$ cat src/rtl/arc4_pkg.sv
// Shared types and constants for the arc4 key-search slice.
// Holds FSM encodings, memory layout and ASCII bounds.
package arc4_pkg;

    localparam logic [7:0] PT_LEN_ADDR  = 8'd0;
    localparam logic [7:0] ASCII_LO_DEF = 8'h20;
    localparam logic [7:0] ASCII_HI_DEF = 8'h7E;

    typedef enum logic [2:0] {
        KS_IDLE,
        KS_LAUNCH,
        KS_WAIT_BUSY,
        KS_WAIT_DONE,
        KS_SCAN,
        KS_NEXT,
        KS_FOUND,
        KS_EXHAUSTED
    } ks_state_t;

    typedef enum logic [1:0] {
        SC_IDLE,
        SC_RD_LEN,
        SC_LEN_WAIT,
        SC_SCAN
    } sc_state_t;

    function automatic logic is_printable(
        input logic [7:0] b,
        input logic [7:0] lo,
        input logic [7:0] hi
    );
        return (b >= lo) && (b <= hi);
    endfunction

endpackage

$ cat src/rtl/ascii_scan.sv
// Reads the length-prefixed plaintext and checks every byte
// is printable, one byte per cycle against a 1-cycle RAM.
module ascii_scan
    import arc4_pkg::*;
#(
    parameter logic [7:0] ASCII_LO = ASCII_LO_DEF,
    parameter logic [7:0] ASCII_HI = ASCII_HI_DEF
) (
    input  logic       clk,
    input  logic       rst,
    input  logic       start,
    output logic       done,
    output logic       pass,
    output logic [7:0] pt_addr,
    input  logic [7:0] pt_rddata
);

    sc_state_t  state;
    sc_state_t  state_nxt;
    logic [7:0] len;
    logic [7:0] len_nxt;
    logic [7:0] addr_nxt;
    logic [7:0] chk_addr;
    logic       byte_ok;

    assign byte_ok = is_printable(pt_rddata, ASCII_LO, ASCII_HI);

    // State register.
    always_ff @(posedge clk) begin
        if (rst) begin
            state <= SC_IDLE;
        end else begin
            state <= state_nxt;
        end
    end

    // Address, length and the address whose data returns next cycle.
    always_ff @(posedge clk) begin
        if (rst) begin
            pt_addr  <= PT_LEN_ADDR;
            len      <= 8'd0;
            chk_addr <= PT_LEN_ADDR;
        end else begin
            pt_addr  <= addr_nxt;
            len      <= len_nxt;
            chk_addr <= pt_addr;
        end
    end

    // Next state: issue next address while checking the previous byte.
    always_comb begin
        state_nxt = state;
        addr_nxt  = pt_addr;
        len_nxt   = len;
        done      = 1'b0;
        pass      = 1'b0;
        case (state)
            SC_IDLE: begin
                if (start) begin
                    addr_nxt  = PT_LEN_ADDR;
                    state_nxt = SC_RD_LEN;
                end
            end
            SC_RD_LEN: begin
                state_nxt = SC_LEN_WAIT;
            end
            SC_LEN_WAIT: begin
                len_nxt = pt_rddata;
                if (pt_rddata == 8'd0) begin
                    done      = 1'b1;
                    pass      = 1'b1;
                    state_nxt = SC_IDLE;
                end else begin
                    addr_nxt  = 8'd1;
                    state_nxt = SC_SCAN;
                end
            end
            SC_SCAN: begin
                if (pt_addr != len) begin
                    addr_nxt = pt_addr + 8'd1;
                end
                if (chk_addr != PT_LEN_ADDR) begin
                    if (!byte_ok) begin
                        done      = 1'b1;
                        addr_nxt  = pt_addr;
                        state_nxt = SC_IDLE;
                    end else if (chk_addr == len) begin
                        done      = 1'b1;
                        pass      = 1'b1;
                        state_nxt = SC_IDLE;
                    end
                end
            end
            default: begin
                state_nxt = SC_IDLE;
            end
        endcase
    end

endmodule

$ cat src/rtl/key_search.sv
// Brute-force key sweep driving arc4 and checking each
// decryption for printable plaintext.
module key_search
    import arc4_pkg::*;
#(
    parameter logic [23:0] KEY_FIRST = 24'h000000,
    parameter logic [23:0] KEY_LAST  = 24'hFFFFFF,
    parameter logic [23:0] KEY_STEP  = 24'd1,
    parameter logic [7:0]  ASCII_LO  = ASCII_LO_DEF,
    parameter logic [7:0]  ASCII_HI  = ASCII_HI_DEF
) (
    input  logic        clk,
    input  logic        rst,
    input  logic        en,
    output logic        rdy,
    output logic        key_valid,
    output logic [23:0] key,
    output logic        arc4_en,
    input  logic        arc4_rdy,
    output logic [23:0] arc4_key,
    output logic [7:0]  pt_addr,
    input  logic [7:0]  pt_rddata
);

    ks_state_t   state;
    ks_state_t   state_nxt;
    logic [23:0] cand;
    logic [24:0] cand_sum;
    logic        cand_end;
    logic        scan_start;
    logic        scan_done;
    logic        scan_pass;

    assign cand_sum = {1'b0, cand} + {1'b0, KEY_STEP};
    assign cand_end = cand_sum[24] || (cand_sum[23:0] > KEY_LAST);
    assign rdy      = (state == KS_IDLE);
    assign arc4_key = cand;

    ascii_scan #(
        .ASCII_LO (ASCII_LO),
        .ASCII_HI (ASCII_HI)
    ) u_scan (
        .clk       (clk),
        .rst       (rst),
        .start     (scan_start),
        .done      (scan_done),
        .pass      (scan_pass),
        .pt_addr   (pt_addr),
        .pt_rddata (pt_rddata)
    );

    // State register.
    always_ff @(posedge clk) begin
        if (rst) begin
            state <= KS_IDLE;
        end else begin
            state <= state_nxt;
        end
    end

    // Candidate and result registers.
    always_ff @(posedge clk) begin
        if (rst) begin
            cand      <= KEY_FIRST;
            key       <= 24'd0;
            key_valid <= 1'b0;
        end else begin
            case (state)
                KS_IDLE: begin
                    if (en) begin
                        cand      <= KEY_FIRST;
                        key       <= 24'd0;
                        key_valid <= 1'b0;
                    end
                end
                KS_NEXT: begin
                    if (!cand_end) begin
                        cand <= cand_sum[23:0];
                    end
                end
                KS_FOUND: begin
                    key       <= cand;
                    key_valid <= 1'b1;
                end
                KS_EXHAUSTED: begin
                    key       <= 24'd0;
                    key_valid <= 1'b0;
                end
                default: begin
                end
            endcase
        end
    end

    // Next state plus arc4 launch and scan start strobes.
    always_comb begin
        state_nxt  = state;
        arc4_en    = 1'b0;
        scan_start = 1'b0;
        case (state)
            KS_IDLE: begin
                if (en) begin
                    state_nxt = KS_LAUNCH;
                end
            end
            KS_LAUNCH: begin
                if (arc4_rdy) begin
                    arc4_en   = 1'b1;
                    state_nxt = KS_WAIT_BUSY;
                end
            end
            KS_WAIT_BUSY: begin
                if (!arc4_rdy) begin
                    state_nxt = KS_WAIT_DONE;
                end
            end
            KS_WAIT_DONE: begin
                if (arc4_rdy) begin
                    scan_start = 1'b1;
                    state_nxt  = KS_SCAN;
                end
            end
            KS_SCAN: begin
                if (scan_done) begin
                    state_nxt = scan_pass ? KS_FOUND : KS_NEXT;
                end
            end
            KS_NEXT: begin
                state_nxt = cand_end ? KS_EXHAUSTED : KS_LAUNCH;
            end
            KS_FOUND: begin
                state_nxt = KS_IDLE;
            end
            KS_EXHAUSTED: begin
                state_nxt = KS_IDLE;
            end
            default: begin
                state_nxt = KS_IDLE;
            end
        endcase
    end

endmodule

$ cat config.mk
export PLATFORM = sky130hd
export DESIGN_NAME = key_search
export DESIGN_NICKNAME = d
export VERILOG_FILES = /design/src/rtl/arc4_pkg.sv /design/src/rtl/ascii_scan.sv /design/src/rtl/key_search.sv
export SDC_FILE = /design/constraint.sdc
export NUM_CORES = 1
export LEC_CHECK = 0
export ABC_AREA = 1
export CORE_MARGIN = 2
export CORE_UTILIZATION = 53
export DETAILED_ROUTE_END_ITERATION = 6
export PLACE_DENSITY_LB_ADDON = 0.12
export SLEW_MARGIN = 10
export SYNTH_ARGS = -nofsm -noshare
export SYNTH_HDL_FRONTEND = slang
export SYNTH_SLANG_ARGS = --single-unit
$ cat constraint.sdc
create_clock -name clk -period 2.1 [get_ports clk]
set_input_delay 0.42 -clock clk [delete_from_list [all_inputs] [get_ports clk]]
set_output_delay 0.42 -clock clk [all_outputs]
set_load 0.05 [all_outputs]
# Yosys cells after proc, flatten, opt, wreduce, memory -nomap -nowiden
# Index checks and enable logic that the tools add are counted.
# op_classes
add_sub_neg	2
magnitude_cmp	3
eq_ne	23
muxes	37
reduce_logical	15
# ops
cell	n
$pmux W24 S3	1
$mux W24	2
$pmux W24 S2	1
$mux W8	5
$add A24 B1 Y25 const B	1
$gt A24 B24 Y1 const B	1
$pmux W8 S3	1
$pmux W3 S7	1
$mux W3	6
$ne A2 B2 Y1 const B	8
$eq A3 B3 Y1 const B	4
$mux W2	6
$mux W1	10
$add A8 B1 Y8 const B	1
$eq A8 B8 Y1	1
$ge A8 B6 Y1 const B	1
$le A8 B7 Y1 const B	1
$logic_not A8 Y1	1
$ne A8 B8 Y1	1
$pmux W2 S4	1
$reduce_bool A8 Y1	1
$eq A3 B2 Y1 const B	2
$reduce_and A3 Y1	2
$reduce_bool A3 Y1	2
other kinds (17)	19
# totals
regBits	78
output_inout_bits	59
wordCells	88

# Logic depth before layout (Yosys ltp)
# Gate-level depths: netlist of run 1.
# logic_depth
ltp_word	8
mapped_depth	13

# By module
# Synthesis of run 1 repeated with hierarchy kept, for this count alone.
# hier_totals
cells_unflattened	649
area_unflattened_um2	4340.4
# modules_own_cells
module	n_inst	cells_each	area_per_inst_um2
key_search	1	414	2861.5
ascii_scan	1	235	1478.9

# Worst setup path before layout of run 1
# Ideal clock, no wire load.
# synth_path
kind	reg2reg
start	register cand[0] (netlist: arc4_key[0])
end	register cand[15] (netlist: arc4_key[15])
setup_time_ns	0.115
t_arrival_ns	2.035
required_time_ns	1.985
setup_slack_ns	-0.050
path_stages_with_launch	13
n_path_buf	1
synth_period_minus_slack_ns	2.150
path_cell_list	dfxtp_1 ha_1 inv_1 nor2_4 nand2_1 nor2_2 nand2_1 nor2_2 nor2_2 buf_6 nand2_2 a21oi_1 o21a_1
# synth_between
elab_chain_len	5
# synth_rtl
item	line	source
from (decl)	key_search.sv:27	logic [23:0] cand;
from (signal assigned)	key_search.sv:78	cand <= cand_sum[23:0];
$add A24 B1 Y25 (*)	key_search.sv:34	assign cand_sum = {1'b0, cand} + {1'b0, KEY_STEP};
$gt A24 B24 Y1	key_search.sv:35	assign cand_end = cand_sum[24] || (cand_sum[23:0] > KEY_LAST);
$logic_or A1 B1 Y1	key_search.sv:35	
$ne A2 B2 Y1 (no line)	n/a	
$reduce_and A3 Y1 (no line)	n/a	
# Every way passes the cells marked *; elsewhere a longest branch is shown, timed or not. The select of a mux whose other input is x is not followed.
# A chain may end at the register's enable or synchronous reset.

# Worst setup path after layout of run 1
# layout_path
start	register u_scan.pt_addr[3]
end	output port pt_addr[3]
# layout_rtl
item	line	source
from (decl)	ascii_scan.sv:14	output logic [7:0] pt_addr,
from (signal assigned)	ascii_scan.sv:44	pt_addr <= addr_nxt;
to (decl)	key_search.sv:21	output logic [7:0] pt_addr,
# No word-level cell between the ends.

==> results by group, run 1 <==
STA
  • Min Hold Slack: around 0.46 ns
  • Max Fclk: roughly 480 MHz
  • Slew margin rel.: between 60% and 70%
  • Unrepaired setup endpoints after global routing: no
  • Slew @ Worst Pin: between 0.5 and 0.6 ns
  • Fin. Hold Viols: 0
  • Pins Over Slew Limit: 0
  • Final Skew: between 0.01 and 0.015 ns
  • # setup viols final: 0
  • Post-route minimum period: a little over 2 ns
  • Post-route clock period utilization: a little over nine tenths

Clock tree
  • TritonCTS clock tree: done
  • Hold_buf cts: 0
  • Clock Latency Late Sink: 0.36 ns
  • Number of buffers created by CTS: 9
  • H-tree depth: 3
  • Clock transition at path regs: around 0.080 ns
  • Longest Clk Path Bufs: 2
  • CTS sink count: slightly below 80
  • Root Buffer Master: clkbuf_8

Die
  • Die height: a little over 90 µm
  • # rows: 32
  • Die W: ~90 µm
  • Starting density of the core: about 54%
  • Core area: between 0.007 and 0.008 mm²
  • I/O Pins: 71
  • Die area: about 0.0084 mm²

Synth
  • Post-synthesis sequential area ratio: approximately two fifths
  • Leading post-synthesis cells by cell area: dfxtp_1, nand2_1, inv_1
  • Syn_nets: 643
  • Adder-Cell Fraction of Synth Area: less than 1%
  • Post-Syn Area: approximately 0.0041 mm²
  • Top post-synthesis cells by count: nand2_1, inv_1, dfxtp_1
  • Post-Synth XOR/XNOR Area: under 10%
  • Synth Instances: between 600 and 700
  • Synth Area in Compound Gates: between 10% and 20%
  • Main combinational cell family by area after synthesis: simple AND/OR/NAND/NOR gates
  • Post-synthesis simple-gate area fraction: a little under two fifths
  • Library cells used by synthesis: 35
  • Yosys top cell by area: dfxtp_1
  • Area share of the largest cell type after synthesis: about two fifths
  • Yosys reg bits: 78
  • Yosys warns: 0
  • Average size of a mapped cell: approximately 6.5 µm²
  • Post-synthesis async set-or-reset flop share: 0%
  • Mux cell area share after synthesis: 0%
  • EDFF count, synth: 0
  • Main synth FF type: dfxtp_1
  • Most common cell in the netlist: nand2_1

Critical path
  • FF-to-FF Start: state[0]$_SDFFE_PP0P_
  • Nature of the critical path endpoint: output pin
  • Slowest CP cell: clkdlybuf4s50_1
  • Register-to-Register Setup Slack: between 0.2 and 0.25 ns
  • Worst-path cell chain: clkdlybuf4s50_1
  • Largest stage delay on the critical path: about 0.85 ns
  • WP buf/inv: 1
  • Crit path max-delay family: buffers and inverters
  • Critical path fanouts, max: 6
  • CP arrival: ~1.7 ns
  • Req. time, crit path: between 1.5 and 2 ns
  • Reg2reg path depth: 8
  • Setup CP Type: register to output pin
  • Worst setup SP type: register
  • Capturing point of the worst reg2reg path: arc4_key[5]$_SDFFE_PP0P_

Drt
  • Vias/cell: 5.37
  • Final wirelength: 11100 µm
  • DRC: 0
  • Vias: between 4000 and 5000
  • Initial DRC count: ~310
  • Initial DRT Pass Iterations: 5
  • DRT antenna net count: 0
  • DR WL/cell: 13.6 µm

Worst hold path
  • Hold Crit Depth: 2
  • End of the worst hold path: key_valid$_SDFFE_PP0P_
  • Hold Path Class: register to register
  • Hold path startpoint: key_valid$_SDFFE_PP0P_

Finish
  • Synth-to-Final Area Change: 27.1%
  • Share of cells above drive strength 1: under 10%
  • ANT cells: 0
  • Nets: between 700 and 800

Status
  • Status: finished clean

GRT
  • Initial antenna violation count: 0
  • Total gr overflow: 0
  • First-pass GRT wire length: roughly 18000 µm
  • Number of global-route vias before repair: between 3000 and 4000
  • Total global-route track usage: 27.2%
  • Largest net degree at the start of global routing: 45

Power
  • LEAKAGE: ~2.1 nW
  • VDD IR max: a little over 0.7 mV
  • Overall power: approximately 4.3 mW
  • PD cells: a little over 800 mW/mm²

Placement
  • RePlAce Congestion: about 0.86
  • Port bufs: 70
  • Post-detail-place hpwl: between 8000 and 9000 µm

Job
  • Maxcap violations: 0
==> worst min-delay path, cell delays in order, from the launching register on <==
cell,delay [ns]
dfxtp_1,0.31
nand2_1,0.06
a21oi_1,0.05
==> metrics by stage <==
stage / TNS, ns / area [µm²] / util [%] / setup WS (ns) / std cells
floorplan: 0 / 4090 / - / 0.163 / 629
global placement: -0.0420 / 4960 / 65.2 / -0.0318 / 800
detailed placement: -0.383 / 4960 / 65.2 / -0.0693 / 800
CTS: 0 / 5170 / 68.0 / 0.0123 / 816
global route: 0 / 5190 / 68.2 / 0.00147 / 816
finish: 0 / 5190 / 68.2 / 0.0246 / 816
==> registers in the layout (all words and copies together), names as in the netlist <==
| signal | count |
|---|---|
| arc4_key | 24 |
| u_scan.len | 8 |
| state | 3 |
| key_valid | 1 |
| key | 24 |
| u_scan.state | 2 |
| u_scan.pt_addr | 8 |
| u_scan.chk_addr | 8 |
==> worst max-delay path by stage <==
stage,startpoint,endpoint,depth (start not counted)
after CTS,arc4_key[7]$_SDFFE_PP0P_,arc4_key[7],1
final,u_scan.pt_addr[3]$_SDFFE_PP0P_,pt_addr[3],1
after global placement,pt_rddata[2],u_scan.pt_addr[0]$_SDFFE_PP0P_,11
after detailed placement,pt_rddata[2],u_scan.pt_addr[5]$_SDFFE_PP0P_,10
after global routing,state[0]$_SDFFE_PP0P_,arc4_key[5]$_SDFFE_PP0P_,8
after floorplan,arc4_key[2]$_SDFFE_PP0P_,arc4_key[15]$_SDFFE_PP0P_,11
==> layout by cell type, fill, tap and decap left out, drive strengths merged, types with 24 or more instances in the layout <==
cell type      count
clkdlybuf4s50     57
buf               24
nor2              63
inv               83
a21oi             60
o21ai             29
nand4             33
nand3             34
dfxtp             78
nand2            183
==> layout make-up <==
type	instances	area, µm²
timing repair buffer	90	861
fill	661	2420
tap	102	128
multi-input combinational	447	2100
inverter	83	314
clock inverter	3	67.6
sequential	78	1570
clock buffer	13	149
==> report_power, final <==
group / internal, mW / switching [mW] / total, mW / leakage, nW
clock network: 0.704 / 0.547 / 1.25 / 0.104
logic: 0.425 / 1.02 / 1.44 / 1.36
registers: 1.54 / 0.0651 / 1.61 / 0.631
==> cell families (layout without fill, tap and decap cells) <==
group,count (synthesis),in the layout
AOI/OAI and AO/OA,94,94
xor gates and xnor gates,8,8
adders and majority gates,2,2
buffers and inverters,104,189
DFF,78,78
and+or+nand+nor,343,343
==> metal layers <==
metal,routed length (µm),vias to the layer above,track usage (%)
met5,0,-,0
met4,166,0,9.58
met3,771,14,3.53
met2,4860,183,40.5
met1,5320,2001,40.3
li1,-,2186,-
==> timing repair <==
action | 4_1_cts | 5_1_grt
gates resized for setup | 4 | 8
buffers inserted | 0 | 0
setup endpoints to repair | 4 | 9
No activity file was read; power rests on OpenSTA's default activity.
==> inputs of run 2 (changes only) <==
--- a/config.mk
+++ b/config.mk
@@ -14,3 +14,4 @@
 export SYNTH_ARGS = -nofsm -noshare
 export SYNTH_HDL_FRONTEND = slang
 export SYNTH_SLANG_ARGS = --single-unit
+export TNS_END_PERCENT = 50
==> run 2 against run 1 <==
Flip-flop and latch count stayed put. Count of clock-buffer cells in the layout did not move. Global-route usage stayed put. Hold slack about the same. Cell count is the same. Maximum frequency about the same. Non-clock buffer count unchanged. Total power barely moved. Sequential power about the same. Design area about the same.
==> results by group, run 2 (synthesis results as in run 1) <==
STA
  • Post-route minimum period: 2.08 ns (-0.000115 ns)
  • Slew @ Worst Pin: 0.554 ns (unchanged)
  • Unrepaired setup endpoints after global routing: no
  • Min Hold Slack: 0.461 ns (+0.00000100 ns)
  • Fin. Hold Viols: 0 (unchanged)
  • Slew margin rel.: 62.8% (unchanged)
  • Pins Over Slew Limit: 0 (unchanged)
  • Post-route clock period utilization: 98.8% (about the same)
  • # setup viols final: 0 (unchanged)
  • Final Skew: 0.0107 ns (-0.0000168 ns)
  • Setup ws final: 0.0248 ns (+0.000115 ns)
  • Max Fclk: 482 MHz (about the same)

Placement
  • Port bufs: 70 (unchanged)
  • Post-detail-place hpwl: 8000 µm (unchanged)
  • RePlAce Congestion: 0.856 (unchanged)
  • Post-place instance area: 0.00496 mm² (unchanged)
  • Placement Setup Slack: -0.0693 ns (unchanged)

Drt
  • DRT antenna net count: 0 (unchanged)
  • DR WL/cell: 13.6 µm (about the same)
  • Vias: 4379 (-0.11%)
  • Post-Route M1 WL: 5270 µm (-1.0%)
  • Initial DRT Pass Iterations: 5 (unchanged)
  • Met3 routed wirelength: 836 µm (+8.4%)
  • Highest routed layer: met4
  • DRC: 0 (unchanged)
  • Met2 Routed Length: 4850 µm (-0.10%)
  • Final wirelength: 11100 µm (about the same)
  • Initial DRC count: 313 (unchanged)
  • Vias/cell: 5.37 (-0.11%)

Clock tree
  • Number of buffers created by CTS: 9 (unchanged)
  • Hold_buf cts: 0 (unchanged)
  • Resized cells post-CTS: 4 (unchanged)
  • Clock transition at path regs: 0.08 ns (about the same)
  • TritonCTS clock tree: done
  • H-tree depth: 3 (unchanged)
  • Longest Clk Path Bufs: 2 (unchanged)
  • Post-CTS setup repair buffer count: 0 (unchanged)
  • Clock Latency Late Sink: 0.36 ns (about the same)
  • CTS sink count: 78 (unchanged)
  • Root Buffer Master: clkbuf_8

Power
  • LEAKAGE: 2.08 nW (-0.89%)
  • PD cells: 830 mW/mm² (about the same)
  • VDD IR max: 0.705 mV (about the same)
  • Overall power: 4.30 mW (about the same)

Finish
  • Final Instance Area: 0.00519 mm² (about the same)
  • Most frequent cells in the layout: nand2_1, inv_1, dfxtp_1
  • Synth-to-Final Area Change: 27.0% (about the same)
  • Nets: 723 (unchanged)
  • Post-layout util: 68.2% (about the same)
  • Area of the multi-input gates: 0.00210 mm² (unchanged)
  • Most common cell after layout, fill and taps aside: nand2_1
  • ANT cells: 0 (unchanged)
  • Register area: 0.00157 mm² (unchanged)
  • Share of cells above drive strength 1: 8.82% (unchanged)
  • Filler cells: 662 (+0.15%)

Critical path
  • Critical path fanouts, max: 6 (unchanged)
  • Largest stage delay on the critical path: 0.85 ns (about the same)
  • FF-to-FF Start: state[0]$_SDFFE_PP0P_
  • Worst-path cell chain: clkdlybuf4s50_1
  • Req. time, crit path: 1.68 ns (about the same)
  • Slowest CP cell: clkdlybuf4s50_1
  • Reg2reg path depth: 8 (unchanged)
  • Setup CP Type: register to output pin
  • Register-to-Register Setup Slack: 0.24 ns (about the same)
  • CP arrival: 1.66 ns (about the same)
  • Nature of the critical path endpoint: output pin
  • Capturing point of the worst reg2reg path: arc4_key[5]$_SDFFE_PP0P_
  • WP buf/inv: 1 (unchanged)
  • Crit path max-delay family: buffers and inverters
  • Worst setup SP type: register

Worst hold path
  • End of the worst hold path: key_valid$_SDFFE_PP0P_
  • Hold Path Class: register to register
  • Hold path startpoint: key_valid$_SDFFE_PP0P_
  • Hold Crit Depth: 2 (unchanged)

Die
  • Starting density of the core: 53.7% (unchanged)
  • I/O Pins: 71 (unchanged)
  • Die W: 91.8 µm (unchanged)
  • Core area: 0.00761 mm² (unchanged)
  • Die area: 0.00842 mm² (unchanged)
  • # rows: 32 (unchanged)
  • Die height: 91.8 µm (unchanged)

GRT
  • Largest net degree at the start of global routing: 45 (unchanged)
  • Initial antenna violation count: 0 (unchanged)
  • Total global-route track usage: 27.2% (unchanged)
  • Number of global-route vias before repair: 3872 (unchanged)
  • Total gr overflow: 0 (unchanged)
  • First-pass GRT wire length: 18500 µm (unchanged)

Job
  • Maxcap violations: 0 (unchanged)

Status
  • Status: finished clean
==> run 2: cell types whose count changed in the layout (fill, tap and decap cells not counted) <==
cell / delta
clkdlybuf4s50_1: +1
dlymetal6s2s_1: -1
==> run 2: final cells by class <==
cell class	count	share of cell area, %
clock inverter	3	1.30
multi-input combinational	447	40.5
inverter	83	6.06
clock buffer	13	2.87
sequential	78	30.2
tap	102	2.46
timing repair buffer	90	16.6
==> run 2: worst max-delay path by stage <==
stage / start / to / slack (ns) / cells past startpoint
3_3_place_gp: pt_rddata[2] / u_scan.pt_addr[0]$_SDFFE_PP0P_ / -0.03 / 11
4_1_cts: arc4_key[7]$_SDFFE_PP0P_ / arc4_key[7] / 0.01 / 1
2_1_floorplan: arc4_key[2]$_SDFFE_PP0P_ / arc4_key[15]$_SDFFE_PP0P_ / 0.16 / 11
6_report: u_scan.pt_addr[3]$_SDFFE_PP0P_ / pt_addr[3] / 0.02 / 1
5_1_grt: state[0]$_SDFFE_PP0P_ / arc4_key[5]$_SDFFE_PP0P_ / 0.001 / 8
3_5_place_dp: pt_rddata[2] / u_scan.pt_addr[5]$_SDFFE_PP0P_ / -0.07 / 10
==> run 2: per-layer routing <==
| metal | track usage, % | vias up |
|---|---|---|
| met4 | 9.58 | 0 |
| met1 | 40.3 | 1988 |
| li1 | - | 2186 |
| met2 | 40.5 | 191 |
| met3 | 3.53 | 14 |
| met5 | 0 | - |
==> run 2: where the power goes <==
group	internal [mW]	switching [mW]
clock network	0.704	0.547
registers	1.54	0.0651
logic	0.425	1.02
total	2.67	1.63
==> run 2: through the flow <==
| stage | instances | TNS, ns |
|---|---|---|
| floorplan | 629 | 0 |
| global placement | 800 | -0.0420 |
| detailed placement | 800 | -0.383 |
| CTS | 816 | 0 |
| global route | 816 | 0 |
| finish | 816 | 0 |
==> inputs of run 3 (changes only) <==
--- a/config.mk
+++ b/config.mk
@@ -9,7 +9,7 @@
 export CORE_MARGIN = 2
 export CORE_UTILIZATION = 53
 export DETAILED_ROUTE_END_ITERATION = 6
-export PLACE_DENSITY_LB_ADDON = 0.12
+export PLACE_DENSITY = 0.85
 export SLEW_MARGIN = 10
 export SYNTH_ARGS = -nofsm -noshare
 export SYNTH_HDL_FRONTEND = slang
==> run 3 against run 2 <==
Total power fell by 6.0%. First-iteration DRC count fell by 19%. Largest cell class unchanged. Flip-flop and latch count did not move. Sequential power barely moved. Worst setup slack got worse by 0.017 ns. Utilization fell by 0.38 points. Register-to-register slack improved by 0.03 ns. Critical path type unchanged. Design area fell by 0.55%. Clock power fell by 19%. Routed wire length rose by 1.9%. Combinational power barely moved.
==> results by group, run 3 (synthesis results as in run 1) <==
Status
  • Status: finished clean

Drt
  • DRC: 0 (unchanged)
  • Vias/cell: 5.43 (+1.2%)
  • Initial DRT Pass Iterations: 5 (unchanged)
  • DRT antenna net count: 0 (unchanged)
  • Initial DRC count: 252 (-19%)
  • Final wirelength: 11300 µm (+1.9%)
  • DR WL/cell: 13.9 µm (+1.9%)
  • Vias: 4430 (+1.2%)

Die
  • Core area: 0.00761 mm² (unchanged)
  • Die W: 91.8 µm (unchanged)
  • # rows: 32 (unchanged)
  • Die area: 0.00842 mm² (unchanged)
  • Starting density of the core: 53.7% (unchanged)
  • I/O Pins: 71 (unchanged)
  • Die height: 91.8 µm (unchanged)

Placement
  • Port bufs: 70 (unchanged)
  • Post-place instance area: 0.00498 mm² (+0.45%)
  • Placed insts: 803 (+0.38%)
  • Placement Setup Slack: -0.104 ns (-0.0344 ns)
  • RePlAce Congestion: 0.903 (+5.5%)
  • Post-detail-place hpwl: 8220 µm (+2.8%)

Finish
  • Synth-to-Final Area Change: 26.3%
  • Final Instance Area: 0.00516 mm² (-0.55%)
  • ANT cells: 0 (unchanged)
  • Post-layout util: 67.8% (-0.38 points)
  • Nets: 726 (+0.41%)
  • Non-Filler Instances: 816 (unchanged)
  • Most frequent cells in the layout: nand2_1, inv_1, dfxtp_1
  • Share of cells above drive strength 1: 8.82% (unchanged)
  • Most common cell after layout, fill and taps aside: nand2_1

STA
  • # setup viols final: 0 (unchanged)
  • Fin. Hold Viols: 0 (unchanged)
  • Fin Setup TNS: 0 ns (unchanged)
  • Post-route clock period utilization: 99.6% (+0.82 points)
  • Pins Over Slew Limit: 0 (unchanged)
  • Unrepaired setup endpoints after global routing: no
  • Slew margin rel.: 65.1% (+2.4 points)
  • Max Fclk: 478 MHz (-0.82%)
  • Final Skew: 0.0110 ns (+0.000260 ns)
  • Slew @ Worst Pin: 0.522 ns (-0.0320 ns)
  • Post-route minimum period: 2.09 ns (+0.0172 ns)
  • Setup ws final: 0.00752 ns (-0.0172 ns)

Clock tree
  • Root Buffer Master: clkbuf_8
  • Hold_buf cts: 0 (unchanged)
  • H-tree depth: 3 (unchanged)
  • Longest Clk Path Bufs: 2 (unchanged)
  • Post-CTS setup repair buffer count: 0 (unchanged)
  • Number of buffers created by CTS: 9 (unchanged)
  • CTS sink count: 78 (unchanged)
  • TritonCTS clock tree: done
  • Clock Latency Late Sink: 0.36 ns (about the same)
  • Clock transition at path regs: 0.07 ns (about the same)

Power
  • VDD IR max: 0.452 mV (-36%)
  • PD cells: 785 mW/mm² (-5.5%)
  • LEAKAGE: 2.10 nW (+1.2%)

GRT
  • Total global-route track usage: 27.3% (+0.17 points)
  • Number of global-route vias before repair: 4157 (+7.4%)
  • Largest net degree at the start of global routing: 28 (-38%)
  • First-pass GRT wire length: 18700 µm (+1.4%)
  • Total gr overflow: 0 (unchanged)
  • Initial antenna violation count: 0 (unchanged)

Critical path
  • CP arrival: 1.67 ns (about the same)
  • Slowest CP cell: clkdlybuf4s50_1
  • Worst-path cell chain: buf_4 > clkdlybuf4s50_1
  • Nature of the critical path endpoint: output pin
  • Setup CP Type: register to output pin
  • Worst setup SP type: register
  • Largest stage delay on the critical path: 0.83 ns (-0.02 ns)
  • Critical path fanouts, max: 7 (+1)
  • Crit path max-delay family: buffers and inverters
  • WP buf/inv: 2 (+1)
  • Req. time, crit path: 1.68 ns (about the same)

Job
  • Maxcap violations: 0 (unchanged)

Worst hold path
  • Hold Path Class: register to register
run 3: cell count changes in the layout (fill, tap and decap cells not counted), sizes merged:
| cell | change |
|---|---|
| clkinvlp | -1 |
| dlymetal6s2s | +2 |
| clkbuf | -2 |
| clkinv | +2 |
| dlygate4sd2 | -2 |
| buf | +3 |
| bufinv | -2 |
run 3: worst min-delay path, cell delays in order (launching register included):
cell	delay, ns
dfxtp_1	0.31
nand2_1	0.06
a21oi_1	0.05
run 3: path summary, 6_finish.rpt:
check	startpoint	cells past startpoint	slack, ns	to
worst min-delay path	key[16]$_SDFFE_PP0P_	2	0.46	key[16]$_SDFFE_PP0P_
worst min register to register	key[16]$_SDFFE_PP0P_	2	0.46	key[16]$_SDFFE_PP0P_
worst max-delay path	arc4_key[0]$_SDFFE_PP0P_	2	0.008	arc4_key[0]
worst max register to register	arc4_key[5]$_SDFFE_PP0P_	12	0.27	arc4_key[16]$_SDFFE_PP0P_
run 3: cell type report:
| class | count | area (µm²) |
|---|---|---|
| clock inverter | 2 | 10.0 |
| timing repair buffer | 93 | 888 |
| inverter | 83 | 314 |
| fill | 642 | 2450 |
| clock buffer | 11 | 151 |
| sequential | 78 | 1560 |
| tap | 102 | 128 |
| multi-input combinational | 447 | 2100 |
run 3: repair_timing:
item	4_1_cts	5_1_grt
gates cloned	0	0
pin swaps	0	0
gates resized for setup	2	6
endpoints found under the setup margin	2	6
run 3: routing by layer:
| layer | vias up | global-route usage [%] | part of all wire, % |
|---|---|---|---|
| met5 | - | 0 | 0 |
| met4 | 0 | 11.3 | 3.1 |
| met3 | 36 | 4.77 | 5.7 |
| met2 | 159 | 49.8 | 49 |
| met1 | 2036 | 31.5 | 42 |
| li1 | 2199 | - | - |
run 3: report_power, final:
group	switching, mW	internal [mW]
registers	0.0682	1.54
logic	0.991	0.432
clock network	0.542	0.471
total	1.60	2.45
run 3: metrics by stage:
step / power (mW) / hold slack [ns]
2_1_floorplan: 2.68 / 0.476
4_1_cts: 4.03 / 0.465
5_1_grt: 4.23 / 0.485
3_3_place_gp: 3.01 / 0.449
3_5_place_dp: 3.05 / 0.455
6_report: 4.05 / 0.463
